File: config.mk
export PLATFORM = sky130hd
export DESIGN_NAME = exu_operand_stage
export DESIGN_NICKNAME = d
export VERILOG_FILES = /design/src/rtl/exu_pkg.sv /design/src/rtl/exu_operand_stage_fwd_select.sv /design/src/rtl/exu_operand_stage.sv
export SDC_FILE = /design/constraint.sdc
export NUM_CORES = 1
export LEC_CHECK = 0
export ABC_AREA = 1
export CAP_MARGIN = 20
export CORE_AREA = 2 2 278 280
export CTS_CLUSTER_DIAMETER = 100
export CTS_CLUSTER_SIZE = 16
export DETAILED_ROUTE_END_ITERATION = 8
export DIE_AREA = 0 0 280 282
export SYNTH_ARGS = -nofsm -noshare
export SYNTH_HDL_FRONTEND = slang
export SYNTH_SLANG_ARGS = --single-unit
File: constraint.sdc
create_clock -name clk_i -period 2.76 [get_ports clk_i]
set_clock_uncertainty 0.2 [all_clocks]
set_input_delay 0.414 -clock clk_i [delete_from_list [all_inputs] [get_ports clk_i]]
set_output_delay 0.414 -clock clk_i [all_outputs]
set_load 0.03 [all_outputs]
File: src/rtl/exu_pkg.sv
// -----------------------------------------------------------------------------
// exu_pkg
//   Shared types and constants for the EXU operand stage.
//   - spec_inst_e : special-instruction code carried alongside a decoded op
//   - REG_IDX_W   : architectural register index width
//   - src1_used() : whether rs1 feeds the ALU for a given decode
// -----------------------------------------------------------------------------
package exu_pkg;

   localparam int REG_IDX_W = 5;

   typedef enum logic [2:0] {
      NONE  = 3'd0,
      JAL   = 3'd1,
      JALR  = 3'd2,
      AUIPC = 3'd3,
      LUI   = 3'd4,
      STORE = 3'd5
   } spec_inst_e;

   // JALR reads rs1 for its target even when the decoder leaves ers1 clear.
   function automatic logic src1_used(input logic ers1, input logic [2:0] specinst);
      return ers1 || (specinst == JALR);
   endfunction

endpackage

File: src/rtl/exu_operand_stage_fwd_select.sv
// -----------------------------------------------------------------------------
// fwd_select
//   Priority bypass match for one source operand over NUM_FWD channels.
//   Channel 0 is the youngest producer and wins over higher channels.
//   Register x0 never matches.
// Ports
//   idx_i          source register index
//   rf_data_i      regfile value, used when no channel matches
//   fwd_valid_i    per-channel pending rd write
//   fwd_pending_i  per-channel "value not ready yet"
//   fwd_rd_i       per-channel destination index, packed
//   fwd_data_i     per-channel result, packed
//   value_o        resolved operand value
//   hit_o          some channel matched
//   pending_o      matching channel's value is not ready
// -----------------------------------------------------------------------------
module fwd_select
   import exu_pkg::*;
#(
   parameter int DATA_WIDTH = 64,
   parameter int NUM_FWD    = 2
) (
   input  logic [REG_IDX_W-1:0]          idx_i,
   input  logic [DATA_WIDTH-1:0]         rf_data_i,
   input  logic [NUM_FWD-1:0]            fwd_valid_i,
   input  logic [NUM_FWD-1:0]            fwd_pending_i,
   input  logic [NUM_FWD*REG_IDX_W-1:0]  fwd_rd_i,
   input  logic [NUM_FWD*DATA_WIDTH-1:0] fwd_data_i,
   output logic [DATA_WIDTH-1:0]         value_o,
   output logic                          hit_o,
   output logic                          pending_o
);

   always_comb begin
      // NOTE: every output gets a default before any conditional write, so no latch is inferred.
      value_o   = rf_data_i;
      hit_o     = 1'b0;
      pending_o = 1'b0;
      // Walk from the oldest channel down to channel 0 so the youngest match is written last.
      for (int k = NUM_FWD - 1; k >= 0; k--) begin
         if (fwd_valid_i[k] && (fwd_rd_i[k*REG_IDX_W +: REG_IDX_W] == idx_i) && (idx_i != '0)) begin
            value_o   = fwd_data_i[k*DATA_WIDTH +: DATA_WIDTH];
            hit_o     = 1'b1;
            pending_o = fwd_pending_i[k];
         end
      end
   end

endmodule

File: src/rtl/exu_operand_stage.sv
// -----------------------------------------------------------------------------
// exu_operand_stage
//   Registered operand stage between ID and the ALU. Accepts a decoded
//   instruction on a valid/ready handshake, resolves rs1/rs2 through the bypass
//   channels, stalls on a used source whose producer is still pending, and
//   presents registered ALU operands, store data and pc one cycle later.
// Ports
//   clk_i, rst_i                   clock, synchronous active-high reset
//   in_valid_i / in_ready_o        input handshake (in_ready_o is combinational)
//   ers1_i, ers2_i, specinst_i     decode controls
//   rs1_idx_i, rs2_idx_i           source indices
//   rs1_i, rs2_i, pc_i, imme_i     regfile values, pc, immediate
//   fwd_*_i                        bypass channels, channel 0 youngest
//   flush_i                        squash held and incoming instruction
//   out_valid_o / out_ready_i      output handshake
//   alu_A_o, alu_B_o               ALU operands
//   store_data_o, pc_o, specinst_o held instruction's rs2', pc, spec code
//   stall_cnt_o                    saturating count of hazard-stall cycles
// -----------------------------------------------------------------------------
module exu_operand_stage
   import exu_pkg::*;
#(
   parameter int DATA_WIDTH = 64,
   parameter int NUM_FWD    = 2,
   parameter int CNT_WIDTH  = 32
) (
   input  logic                          clk_i,
   input  logic                          rst_i,
   input  logic                          in_valid_i,
   output logic                          in_ready_o,
   input  logic                          ers1_i,
   input  logic                          ers2_i,
   input  logic [2:0]                    specinst_i,
   input  logic [4:0]                    rs1_idx_i,
   input  logic [4:0]                    rs2_idx_i,
   input  logic [DATA_WIDTH-1:0]         rs1_i,
   input  logic [DATA_WIDTH-1:0]         rs2_i,
   input  logic [DATA_WIDTH-1:0]         pc_i,
   input  logic [DATA_WIDTH-1:0]         imme_i,
   input  logic [NUM_FWD-1:0]            fwd_valid_i,
   input  logic [NUM_FWD-1:0]            fwd_pending_i,
   input  logic [NUM_FWD*5-1:0]          fwd_rd_i,
   input  logic [NUM_FWD*DATA_WIDTH-1:0] fwd_data_i,
   input  logic                          flush_i,
   output logic                          out_valid_o,
   input  logic                          out_ready_i,
   output logic [DATA_WIDTH-1:0]         alu_A_o,
   output logic [DATA_WIDTH-1:0]         alu_B_o,
   output logic [DATA_WIDTH-1:0]         store_data_o,
   output logic [DATA_WIDTH-1:0]         pc_o,
   output logic [2:0]                    specinst_o,
   output logic [CNT_WIDTH-1:0]          stall_cnt_o
);

   // ---------------------------------------------------------------- bypass
   logic [DATA_WIDTH-1:0] rs1_val, rs2_val;
   logic                  rs1_hit, rs2_hit;
   logic                  rs1_pend, rs2_pend;

   fwd_select #(.DATA_WIDTH(DATA_WIDTH), .NUM_FWD(NUM_FWD)) u_fwd_rs1 (
      .idx_i         (rs1_idx_i),
      .rf_data_i     (rs1_i),
      .fwd_valid_i   (fwd_valid_i),
      .fwd_pending_i (fwd_pending_i),
      .fwd_rd_i      (fwd_rd_i),
      .fwd_data_i    (fwd_data_i),
      .value_o       (rs1_val),
      .hit_o         (rs1_hit),
      .pending_o     (rs1_pend)
   );

   fwd_select #(.DATA_WIDTH(DATA_WIDTH), .NUM_FWD(NUM_FWD)) u_fwd_rs2 (
      .idx_i         (rs2_idx_i),
      .rf_data_i     (rs2_i),
      .fwd_valid_i   (fwd_valid_i),
      .fwd_pending_i (fwd_pending_i),
      .fwd_rd_i      (fwd_rd_i),
      .fwd_data_i    (fwd_data_i),
      .value_o       (rs2_val),
      .hit_o         (rs2_hit),
      .pending_o     (rs2_pend)
   );

   // ------------------------------------------------------ hazard/handshake
   logic rs1_used, rs2_used, hazard, capture;

   assign rs1_used = src1_used(ers1_i, specinst_i);
   assign rs2_used = ers2_i;
   // A source only stalls if it is actually consumed and its producer is a load in flight.
   assign hazard   = (rs1_used && rs1_hit && rs1_pend) || (rs2_used && rs2_hit && rs2_pend);

   logic out_valid_q, out_valid_d;

   assign in_ready_o = (!out_valid_q || out_ready_i) && !hazard;
   assign capture    = in_valid_i && in_ready_o && !flush_i;

   // ----------------------------------------------------------- operand mux
   logic [DATA_WIDTH-1:0] op_a, op_b;

   always_comb begin
      op_a = '0;
      if (ers1_i)                                        op_a = rs1_val;
      else if (specinst_i == AUIPC || specinst_i == JAL) op_a = pc_i;
      else if (specinst_i == JALR)                       op_a = rs1_val;

      // Stores send the address offset to the ALU; rs2 travels as store data.
      if (ers2_i && specinst_i == STORE) op_b = imme_i;
      else if (ers2_i)                   op_b = rs2_val;
      else                               op_b = imme_i;
   end

   // ------------------------------------------------------ next-state logic
   logic [DATA_WIDTH-1:0] alu_a_q, alu_a_d;
   logic [DATA_WIDTH-1:0] alu_b_q, alu_b_d;
   logic [DATA_WIDTH-1:0] store_data_q, store_data_d;
   logic [DATA_WIDTH-1:0] pc_q, pc_d;
   logic [2:0]            specinst_q, specinst_d;
   logic [CNT_WIDTH-1:0]  stall_cnt_q, stall_cnt_d;

   always_comb begin
      out_valid_d  = out_valid_q;
      alu_a_d      = alu_a_q;
      alu_b_d      = alu_b_q;
      store_data_d = store_data_q;
      pc_d         = pc_q;
      specinst_d   = specinst_q;
      stall_cnt_d  = stall_cnt_q;

      if (in_valid_i && hazard && !flush_i && (stall_cnt_q != '1)) begin
         stall_cnt_d = stall_cnt_q + CNT_WIDTH'(1);
      end

      // Flush outranks capture and drain; data registers keep their last value.
      if (flush_i) begin
         out_valid_d = 1'b0;
      end else if (capture) begin
         out_valid_d  = 1'b1;
         alu_a_d      = op_a;
         alu_b_d      = op_b;
         store_data_d = rs2_val;
         pc_d         = pc_i;
         specinst_d   = specinst_i;
      end else if (out_valid_q && out_ready_i) begin
         out_valid_d = 1'b0;
      end
   end

   // ------------------------------------------------------------- registers
   always_ff @(posedge clk_i) begin
      // NOTE: non-blocking assignments for all state so every flop samples pre-edge values.
      if (rst_i) begin
         // NOTE: the output registers are plain flops (no memory array), so every one is reset.
         out_valid_q  <= 1'b0;
         alu_a_q      <= '0;
         alu_b_q      <= '0;
         store_data_q <= '0;
         pc_q         <= '0;
         specinst_q   <= NONE;
         stall_cnt_q  <= '0;
      end else begin
         out_valid_q  <= out_valid_d;
         alu_a_q      <= alu_a_d;
         alu_b_q      <= alu_b_d;
         store_data_q <= store_data_d;
         pc_q         <= pc_d;
         specinst_q   <= specinst_d;
         stall_cnt_q  <= stall_cnt_d;
      end
   end

   assign out_valid_o  = out_valid_q;
   assign alu_A_o      = alu_a_q;
   assign alu_B_o      = alu_b_q;
   assign store_data_o = store_data_q;
   assign pc_o         = pc_q;
   assign specinst_o   = specinst_q;
   assign stall_cnt_o  = stall_cnt_q;

endmodule
==> impl_metrics.py <==
metrics = {
    "timing": {
        "period_share": 0.978,
        "max_slew_margin": 0.581,
        "finalHoldViolations": 0,
        "min_period_ns": 2.70,
        "rsz0062_at_grt": "yes",
        "layout_setup_ws_ns": 0.0613,
        "slew_viol_final": 0,
        "worst_slew_pin_slew_ns": 0.623,
        "finalSetupViolCount": 0,
        "timing.fmax_ghz": 0.371,
    },
    "clocking": {
        "cts.htree.levels": 1,
        "cts_tree": "yes",
        "clockBufferDepth": 3,
        "cts_buffers": 24,
        "clockRootBuffer": "clkbuf_16",
        "cts.sinks": 292,
        "clock_latency_ns": 0.56,
        "clkTransAtPathRegs_ns": 0.07,
    },
    "logic_synthesis": {
        "synth_flop_cell": "dfxtp_1",
        "syn_avg_cell_area_um2": 6.37,
        "synth_async_sr_flop_share": 0,
        "synth-seq-cells": 292,
        "yosysUniqueCellTypes": 34,
        "yosysWarnings": 0,
        "synth_fp_nets": 2896,
        "synthCells": 2477,
        "syn-cell-area_um2": 15800,
        "ys_seq_area_frac": 0.370,
        "synth_edf_count": 0,
    },
    "critical_path": {
        "crit_fanout": 4,
        "r2r_start": "stall_cnt_o[2]",
        "crit_path_end": "in_ready_o",
        "crit_cells": 13,
        "reg2reg_to": "stall_cnt_o[23]",
        "critPathKind": "in -> out",
        "critPathArrivalTime_ns": 2.08,
        "cpLargestDelayFamily": "buffers and inverters",
        "cp-start-kind": "input pin",
        "critPathLaunch": "rs2_idx_i[0]",
        "endpoint_kind": "primary output",
        "reg2reg_slack_ns": 0.41,
        "ff2ff_path_depth": 9,
        "slowest_delay_ns": 0.51,
        "slowest_stage": "clkdlybuf4s50_1",
        "cp.required_ns": 2.15,
        "cp_num_buf_inv": 5,
        "critical_path.cell_chain": "clkdlybuf4s50_1 -> inv_1 -> nand2_1 -> nand3_1 -> nor2_4 -> nand3_1 -> nand2_1 -> inv_1 -> nand2_2 -> nand2_4 -> nor2_4 -> buf_6 -> buf_8",
    },
    "finish": {
        "layout_common_cells": "699 x clkdlybuf4s50_1, 535 x nand2_1, 424 x nor2_1, 349 x o21ai_0, 292 x dfxtp_1",
        "layout_commonest_cell": "clkdlybuf4s50_1",
        "utilization": 0.342,
        "areaGrowthSynthToFinish_pct": 64.3,
        "nNetsFinal": 3623,
        "fin_area_um2": 25900,
        "drive_gt1_frac": 0.0937,
    },
    "die": {
        "ios": 711,
        "core_um2": 75700,
        "initial_core_util": 0.208,
        "die_w_um": 280,
        "die-area_um2": 79000,
        "die_h_um": 282,
        "fp-row-count": 101,
    },
    "drt": {
        "num_vias": 19523,
        "ant_nets": 0,
        "routedWlPerCell_um": 20.1,
        "routed_via_density": 4.65,
        "first_pass_iters": 5,
        "routed_wirelength_um": 84200,
        "drt_iter0_drc": 1122,
        "drc": 0,
    },
    "place": {
        "placedInstanceArea_um2": 25100,
        "dp_hpwl_um": 66000,
        "pre_cts_slack_ns": -1.13,
        "port_buffers": 710,
        "gp_congestion": 0.942,
    },
    "power": {
        "seqPwrFrac": 0.402,
        "powerDensity_nw_per_um2": 442,
        "p_leak_nw": 10.5,
        "p_sw_w": 0.00372,
        "p_total_w": 0.0115,
        "p_int_w": 0.00774,
        "p_clk_frac": 0.312,
        "vdd_drop_max_mv": 0.388,
        "sw_frac_of_total": 0.324,
        "power_frac_comb": 0.286,
    },
    "global_route": {
        "grt-ovfl-total": 0,
        "grt_pass1_vias": 18784,
        "globalRouteTotalUtil": 0.203,
        "grt_max_degree": 65,
        "grt_pass1_wl_um": 122000,
        "antenna_found_initial": 13,
    },
    "worst_hold_path": {
        "hp-start": "alu_B_o[31]",
        "whs_path_depth": 2,
        "hp-class": "reg -> reg",
    },
    "outcome": {
        "status": "completed",
    },
    "job": {
        "maxCapViolCount": 0,
    },
}
cells in the mapped netlist, types with 2 or more instances:
cell type | count | area, um^2
inv_1 | 130 | 488
xnor2_1 | 8 | 70.1
clkinv_1 | 3 | 11.3
buf_6 | 14 | 158
nand3_2 | 2 | 20.0
o21bai_1 | 2 | 15.0
nand2_2 | 4 | 25.0
a21oi_1 | 157 | 786
inv_2 | 5 | 18.8
nand2_1 | 540 | 2030
dfxtp_1 | 292 | 5850
nand4_1 | 19 | 119
nor2_2 | 2 | 12.5
nor4_1 | 2 | 12.5
buf_4 | 15 | 113
nor3_1 | 18 | 90.1
nand3_1 | 153 | 766
buf_1 | 13 | 48.8
nor2_1 | 434 | 1630
or2_2 | 59 | 369
xor2_1 | 14 | 123
clkbuf_1 | 105 | 394
o21ai_1 | 32 | 160
o21ai_0 | 351 | 1760
buf_2 | 29 | 145
o211ai_1 | 66 | 495
worst min path at each step:
stage	to	slack, ns
6_report	alu_B_o[31]	0.26
3_5_place_dp	alu_B_o[40]	0.25
4_1_cts	pc_o[44]	0.25
2_1_floorplan	pc_o[63]	0.36
5_1_grt	alu_A_o[1]	0.28
3_3_place_gp	alu_B_o[24]	0.25
timing repair:
| item | in CTS | in global routing |
|---|---|---|
| setup buffers | 1 | 0 |
| setup endpoints to repair | 2 | 2 |
| pin swaps | 1 | 2 |
| hold buffers | 1 | 0 |
| endpoints found under the hold margin | 13 | 0 |
| resized for setup | 28 | 9 |
power groups by stage:
stage	clock, W	sequential, W	combinational [W]
after global placement	0	0.00470	0.00328
after global routing	0.00381	0.00464	0.00352
after floorplan	0	0.00518	0.000966
final	0.00357	0.00461	0.00328
after CTS	0.00370	0.00461	0.00329
after detailed placement	0	0.00471	0.00327
logic make-up after synthesis:
group / count (synthesis) / synth area share
DFF: 292 / 0.370
buffers and inverters: 314 / 0.0872
adders and majority gates: 1 / 0.000793
and+or+nand+nor: 1238 / 0.325
AOI/OAI and AO/OA: 610 / 0.205
xor gates and xnor gates: 22 / 0.0122
state kept, by name (all words and copies together) (netlist names):
register	flops
pc_o	64
store_data_o	64
out_valid_o	1
stall_cnt_o	32
alu_A_o	64
alu_B_o	64
specinst_o	3
through the flow:
stage          std cells  hold slack [ns]  TNS (ns)
3_3_place_gp        4154            0.251   -117.11
2_1_floorplan       2477            0.357         0
6_report            4199            0.265         0
5_1_grt             4196            0.280   -0.0347
3_5_place_dp        4154            0.253   -103.67
4_1_cts             4190            0.248         0
layer usage:
layer / share of wire / vias up / track usage
li1: - / 9556 / -
met1: 0.41 / 9007 / 0.251
met2: 0.48 / 823 / 0.356
met3: 0.072 / 133 / 0.0329
met4: 0.035 / 4 / 0.0694
met5: 0.00036 / - / 0
cell type report:
class                      instances  area, um^2
clock inverter                     5        75.1
fill                            8139       49800
clock buffer                      29         661
sequential                       292        5850
antenna                            9        22.5
inverter                         138         526
multi-input combinational       1871        8680
tap                              978        1220
timing repair buffer             877        8880
tightest hold or removal path: stages (launching register included):
cell	delay [ns]
dfxtp_1	0.31
nand2_1	0.06
a21oi_1	0.05
Power figures use the tool's default switching activity.
